## src/rtl/simd_systolic_pe.sv

```systemverilog
// Output-stationary systolic PE with runtime SIMD split (1x16b / 2x8b / 4x4b) and column drain chain.
// Optional: define SIMD_PE_SAT_EN for saturating lane accumulation and a sticky sat_flag output.
module simd_systolic_pe #(
  parameter int unsigned DATA_W  = 16,
  parameter int unsigned ACC_W   = 40,
  parameter int unsigned ROW_POS = 0
) (
  input  logic              clk,
  input  logic              reset,
  input  logic [1:0]        simd_mode,
  input  logic [DATA_W-1:0] in_a,
  input  logic              in_a_valid,
  input  logic [DATA_W-1:0] in_b,
  input  logic              in_b_valid,
  input  logic              acc_clear,
  input  logic              drain_start,
  input  logic [ACC_W-1:0]  drain_in,
  input  logic              drain_in_valid,
  output logic [DATA_W-1:0] out_a,
  output logic              out_a_valid,
  output logic [DATA_W-1:0] out_b,
  output logic              out_b_valid,
  output logic [ACC_W-1:0]  drain_out,
  output logic              drain_out_valid,
  output logic              drain_busy,
`ifdef SIMD_PE_SAT_EN
  output logic              sat_flag,
`endif
  output logic [ACC_W-1:0]  acc_out
);

  // Wide enough to hold any lane accumulator plus any lane product without overflow.
  localparam int unsigned XW   = ACC_W + 2 * DATA_W + 1;
  localparam int unsigned CntW = (ROW_POS > 0) ? $clog2(ROW_POS + 1) : 1;

  typedef enum logic [1:0] {S_IDLE, S_OWN, S_PASS} state_e;

  state_e            state_q, state_d;
  logic [CntW-1:0]   cnt_q, cnt_d;
  logic [1:0]        mode_q, new_mode;
  logic [ACC_W-1:0]  acc_q, acc_d, post_acc, fresh_acc;
  logic [ACC_W-1:0]  dout_q, dout_d;
  logic              dv_q, dv_d;
  logic              fire, snap;

  assign fire     = in_a_valid & in_b_valid;
  assign snap     = (state_q == S_IDLE) & drain_start;
  assign new_mode = (simd_mode == 2'd3) ? 2'd0 : simd_mode;

  // Per-mode lane datapaths: accum = acc + product, fresh = product alone (tile restart).
  for (genvar m = 0; m < 3; m++) begin : g_mode
    localparam int unsigned L  = 1 << m;
    localparam int unsigned W  = DATA_W / L;
    localparam int unsigned AW = ACC_W / L;

    logic [ACC_W-1:0]     accum, fresh;
    logic signed [W-1:0]  a_l, b_l;
    logic signed [AW-1:0] acc_l;
    logic signed [XW-1:0] prod, s_acc;
`ifdef SIMD_PE_SAT_EN
    logic                 accum_ovf, fresh_ovf;

    function automatic logic ovf(logic signed [XW-1:0] s);
      return s[XW-1:AW-1] != {(XW - AW + 1){s[XW-1]}};
    endfunction
`endif

    function automatic logic [AW-1:0] fit(logic signed [XW-1:0] s);
`ifdef SIMD_PE_SAT_EN
      if (ovf(s)) return {s[XW-1], {(AW - 1){~s[XW-1]}}};
`endif
      return s[AW-1:0];
    endfunction

    always_comb begin
      accum = '0;
      fresh = '0;
      a_l   = '0;
      b_l   = '0;
      acc_l = '0;
      prod  = '0;
      s_acc = '0;
`ifdef SIMD_PE_SAT_EN
      accum_ovf = 1'b0;
      fresh_ovf = 1'b0;
`endif
      for (int i = 0; i < int'(L); i++) begin
        a_l   = in_a[W*i +: W];
        b_l   = in_b[W*i +: W];
        acc_l = acc_q[AW*i +: AW];
        prod  = '0;
        if (fire) prod = XW'(a_l) * XW'(b_l);
        s_acc = XW'(acc_l) + prod;
        accum[AW*i +: AW] = fit(s_acc);
        fresh[AW*i +: AW] = fit(prod);
`ifdef SIMD_PE_SAT_EN
        accum_ovf = accum_ovf | ovf(s_acc);
        fresh_ovf = fresh_ovf | ovf(prod);
`endif
      end
    end
  end

`ifdef SIMD_PE_SAT_EN
  logic sat_q, sat_d, post_ovf, fresh_ovf;
`endif

  always_comb begin
    case (mode_q)
      2'd1:    post_acc = g_mode[1].accum;
      2'd2:    post_acc = g_mode[2].accum;
      default: post_acc = g_mode[0].accum;
    endcase
    case (new_mode)
      2'd1:    fresh_acc = g_mode[1].fresh;
      2'd2:    fresh_acc = g_mode[2].fresh;
      default: fresh_acc = g_mode[0].fresh;
    endcase
`ifdef SIMD_PE_SAT_EN
    case (mode_q)
      2'd1:    post_ovf = g_mode[1].accum_ovf;
      2'd2:    post_ovf = g_mode[2].accum_ovf;
      default: post_ovf = g_mode[0].accum_ovf;
    endcase
    case (new_mode)
      2'd1:    fresh_ovf = g_mode[1].fresh_ovf;
      2'd2:    fresh_ovf = g_mode[2].fresh_ovf;
      default: fresh_ovf = g_mode[0].fresh_ovf;
    endcase
    sat_d = acc_clear ? fresh_ovf : (sat_q | post_ovf);
`endif
    if (acc_clear)  acc_d = fresh_acc;
    else if (snap)  acc_d = '0;
    else            acc_d = post_acc;
  end

  // Drain FSM; dout_q doubles as the snapshot buffer while in S_OWN.
  always_comb begin
    state_d = state_q;
    cnt_d   = cnt_q;
    dout_d  = dout_q;
    dv_d    = 1'b0;
    case (state_q)
      S_IDLE: begin
        if (drain_start) begin
          dout_d  = post_acc;
          dv_d    = 1'b1;
          state_d = S_OWN;
        end
      end
      S_OWN: begin
        if (ROW_POS == 0) begin
          state_d = S_IDLE;
        end else begin
          state_d = S_PASS;
          cnt_d   = CntW'(ROW_POS);
        end
      end
      S_PASS: begin
        if (drain_in_valid) begin
          dout_d = drain_in;
          dv_d   = 1'b1;
          cnt_d  = cnt_q - CntW'(1);
          if (cnt_q == CntW'(1)) state_d = S_IDLE;
        end
      end
      default: state_d = S_IDLE;
    endcase
  end

  always_ff @(posedge clk) begin
    if (reset) begin
      state_q     <= S_IDLE;
      cnt_q       <= '0;
      mode_q      <= 2'd0;
      acc_q       <= '0;
      dout_q      <= '0;
      dv_q        <= 1'b0;
      out_a       <= '0;
      out_a_valid <= 1'b0;
      out_b       <= '0;
      out_b_valid <= 1'b0;
`ifdef SIMD_PE_SAT_EN
      sat_q       <= 1'b0;
`endif
    end else begin
      state_q     <= state_d;
      cnt_q       <= cnt_d;
      if (acc_clear) mode_q <= new_mode;
      acc_q       <= acc_d;
      dout_q      <= dout_d;
      dv_q        <= dv_d;
      out_a       <= in_a;
      out_a_valid <= in_a_valid;
      out_b       <= in_b;
      out_b_valid <= in_b_valid;
`ifdef SIMD_PE_SAT_EN
      sat_q       <= sat_d;
`endif
    end
  end

  assign drain_out       = dout_q;
  assign drain_out_valid = dv_q;
  assign drain_busy      = (state_q != S_IDLE);
  assign acc_out         = acc_q;
`ifdef SIMD_PE_SAT_EN
  assign sat_flag        = sat_q;
`endif

endmodule

```

## config.mk

```make
export PLATFORM = sky130hd
export DESIGN_NAME = simd_systolic_pe
export DESIGN_NICKNAME = d
export VERILOG_FILES = /design/src/rtl/simd_systolic_pe.sv
export SDC_FILE = /design/constraint.sdc
export NUM_CORES = 2
export LEC_CHECK = 0
export ABC_CLOCK_PERIOD_IN_PS = 21800
export CORE_MARGIN = 8
export CORE_UTILIZATION = 55
export CTS_BUF_LIST = sky130_fd_sc_hd__clkbuf_8
export DETAILED_ROUTE_END_ITERATION = 8
export PLACE_DENSITY = 0.85
export SETUP_SLACK_MARGIN = 0.2
export SYNTH_ARGS = -nofsm -noshare
export SYNTH_HDL_FRONTEND = slang
export SYNTH_SLANG_ARGS = --single-unit
```

## constraint.sdc

```tcl
create_clock -name clk -period 21.8 [get_ports clk]
set_clock_uncertainty 0.05 [all_clocks]
set_input_delay 4.36 -clock clk [delete_from_list [all_inputs] [get_ports clk]]
set_output_delay 4.36 -clock clk [all_outputs]
set_load 0.01 [all_outputs]
```

==> impl_results.md <==
* Clk Latency, worst-skew pair at 0.53 ns
* Fmax at 73.4 MHz
* Ranking of synthesized cells by area: fa_1, ha_1, dfxtp_1
* RSZ-0062 raised after global routing: no
* Hold Path Sink: drain_out[3]$_SDFFE_PP0P_
* Fin Setup TNS at 0 ns
* Worst setup SP type: primary input
* Core area at 0.0454 sq mm
* Grt total ovfl at 0
* RR Startpoint: acc_out[0]$_SDFF_PP0_
* Worst-Margin Slew at 1.10 ns
* Max-slew violation count at 0
* Req. time, crit path at 22.20 ns
* Max cap viols at 0
* Die width at 230 um
* Post-synth EDFFs at 0
* Register area share after synthesis at 0.0935
* Root Driver: clkbuf_8
* Setup Buffers After CTS at 0
* Met3 Usage GRT at 0.0369
* Commonest non-fill, non-tap cells in the layout: inv_1, fa_1, ha_1, nand2_1, nor2_1
* Vias per cell at 5.92
* Max transition margin at 0.262
* Worst reg2reg path depth at 14
* Max stage delay on crit path at 1.20 ns
* R2R Path End: acc_out[30]$_SDFF_PP0_
* Die ar. at 0.0531 sq mm
* CP Capture Type: register
* Final WL at 73300 um
* Final period util at 0.625
* R2r setup slk at 17.42 ns
* Setup ws final at 8.17 ns
* Post-synth top flop: dfxtp_1
* Starting Density at 0.557
* Antenna Violating Nets Remaining at 0
* Hold Crit Class: reg2reg
* Share of layout cells above drive strength 1 at 0.0266
* Nets at 3815
* Mapped Nets at 3725
* GPL Wtd Cong at 0.950
* DR pass1 iterations at 6
* Busiest grt layer: met2
* Largest net degree at the start of global routing at 64
* Hpwl dp at 57700 um
* Number of global-route vias before repair at 22962
* YS warnings at 0
* Crit path DAT at 14.02 ns
* GRT Total Usage at 0.279
* Final core occ at 0.611
* Synth top area share at 0.304
* Longest Clk Path Bufs at 2
* Port bufs at 155
* Met1 GRT Util at 0.328
* Netlist Area Pre-Place at 0.0253 sq mm
* Worst Hold Depth at 2
* Cells after Synth at 2979
* Post-place setup slack at 7.84 ns
* CP max FO at 17
* Status: complete, no violations
* Hold violation count in the final report at 0
* Yosys reg bits at 118
* CP max-delay cell: clkdlybuf4s50_1
* FP Rows at 78
* Synth area leader: fa_1
* Initial drt markers at 1697
* Tmin final at 13.63 ns
* GR met2 Demand/Resource at 0.490
* Initial antenna violation count at 1
* Commonest non-fill, non-tap cell in the layout: inv_1
* Avg Cell Area, Syn at 8.48 sq um
* TritonCTS Buffers at 17
* Final setup viols at 0
* Clock slew at reported path FFs at 0.11 ns
* Routed len/inst at 19.9 um
* First-pass GRT wire length at 118000 um
* HP Start: drain_out[3]$_SDFFE_PP0P_
* Critical path class: in2reg
* Post-CTS sizing at 0
* Die Ht at 230 um
* CTS sink count at 118
* Vias at 21822
* # IOs at 197
* CTS Hold Bufs at 0
* Drt drc at 0
* FILL cells at 3896
* Worst path most repeated cell: fa_1
* Yosys cell types at 81
* Synth async-reset ratio at 0
* Area Growth Syn to Fin at 9.68%
* H-tree levels at 4
* CTS tree: yes
-- cell type report --
type | instances | area (sq um) | area share
Clock buffer | 17 | 234 | 0.00844
Clock inverter | 15 | 134 | 0.00483
Timing Repair Buffer | 173 | 1680 | 0.0608
Inverter | 531 | 1990 | 0.0719
Antenna cell | 2 | 5.00 | 0.000181
Tap cell | 600 | 751 | 0.0271
Multi-Input combinational cell | 2228 | 20500 | 0.742
Sequential cell | 118 | 2360 | 0.0852
-- flip-flops by register name (all words and copies together), names as in the netlist --
| name | cells |
|---|---|
| state_q | 1 |
| mode_q | 2 |
| drain_out | 40 |
| drain_out_valid | 1 |
| out_a | 16 |
| out_a_valid | 1 |
| out_b_valid | 1 |
| acc_out | 40 |
| out_b | 16 |
-- cell families (layout without fill, tap and decap cells) --
kind of cell	Yosys count	after routing	synth area share
other	0	2	0
flip-flops	118	118	0.0935
buffers and inverters	633	736	0.0940
AO/OA/AOI/OAI	588	588	0.152
XOR/XNOR	169	169	0.0594
adder cells (fa/ha/maj)	665	665	0.443
AND/OR/NAND/NOR	795	795	0.154
multiplexers	11	11	0.00451
-- worst max-delay path by stage --
stage | startpoint | to | slack (ns) | depth (start not counted)
final | in_b[2] | acc_out[35]$_SDFF_PP0_ | 8.17 | 29
after global routing | in_b[2] | acc_out[35]$_SDFF_PP0_ | 7.62 | 29
after CTS | in_b[2] | acc_out[35]$_SDFF_PP0_ | 8.37 | 29
after detailed placement | in_b[2] | acc_out[35]$_SDFF_PP0_ | 7.84 | 29
after global placement | in_b[8] | acc_out[35]$_SDFF_PP0_ | 7.86 | 31
after floorplan | in_b[7] | drain_out[38]$_SDFFE_PP0P_ | 9.49 | 36
-- synthesized netlist by cell type (4+ instances only) --
master       n
or4_1        5
and2_1     131
inv_1      531
nand2_1    242
a221oi_1    10
xnor2_1    120
a211oi_1    26
o21ai_0     94
nand4_1      4
a41oi_1      4
o2111ai_1    6
o211ai_1     8
and3_1      39
nor3b_1      7
a221o_1     13
nand3_1     28
o41ai_1      7
o221ai_1     4
ha_1       281
o31a_1       4
dfxtp_1    118
nor2_1     187
a2111oi_0    4
a21o_1      56
a31oi_1     12
nor3_1      29
mux2i_1      8
or2_2        6
o22ai_1     20
o21bai_1    22
or3_1       15
clkbuf_1    99
o21ai_1     16
o31ai_1      7
nand2b_1    38
a211o_1      6
fa_1       384
a21oi_1    178
a22oi_1     23
xor2_1      47
o21a_1      24
nor2b_1     51
-- critical path, delay by kind of cell --
kind / cells / cell delay [ns]
AND/OR/NAND/NOR: 6 / 1.20
XOR/XNOR: 2 / 0.31
adder cells (fa/ha/maj): 8 / 4.29
buffers and inverters: 4 / 1.43
multiplexers: 2 / 0.56
AO/OA/AOI/OAI: 7 / 1.83
-- metrics by stage --
stage               hold slack, ns  std cells  cell area, sq um
CTS                          0.412       3682             27700
detailed placement           0.399       3650             27300
global route                 0.428       3682             27700
floorplan                    0.431       2979             25300
global placement             0.394       3650             27300
finish                       0.412       3684             27700
-- layer usage --
metal / part of all wire / vias up
met5: 0 / -
met4: 0.056 / 0
met3: 0.074 / 263
met2: 0.50 / 993
met1: 0.37 / 10681
li1: - / 9885
Power is not shown: default switching activity piles up to over one toggle a cycle in this logic, so the estimate is an artifact.
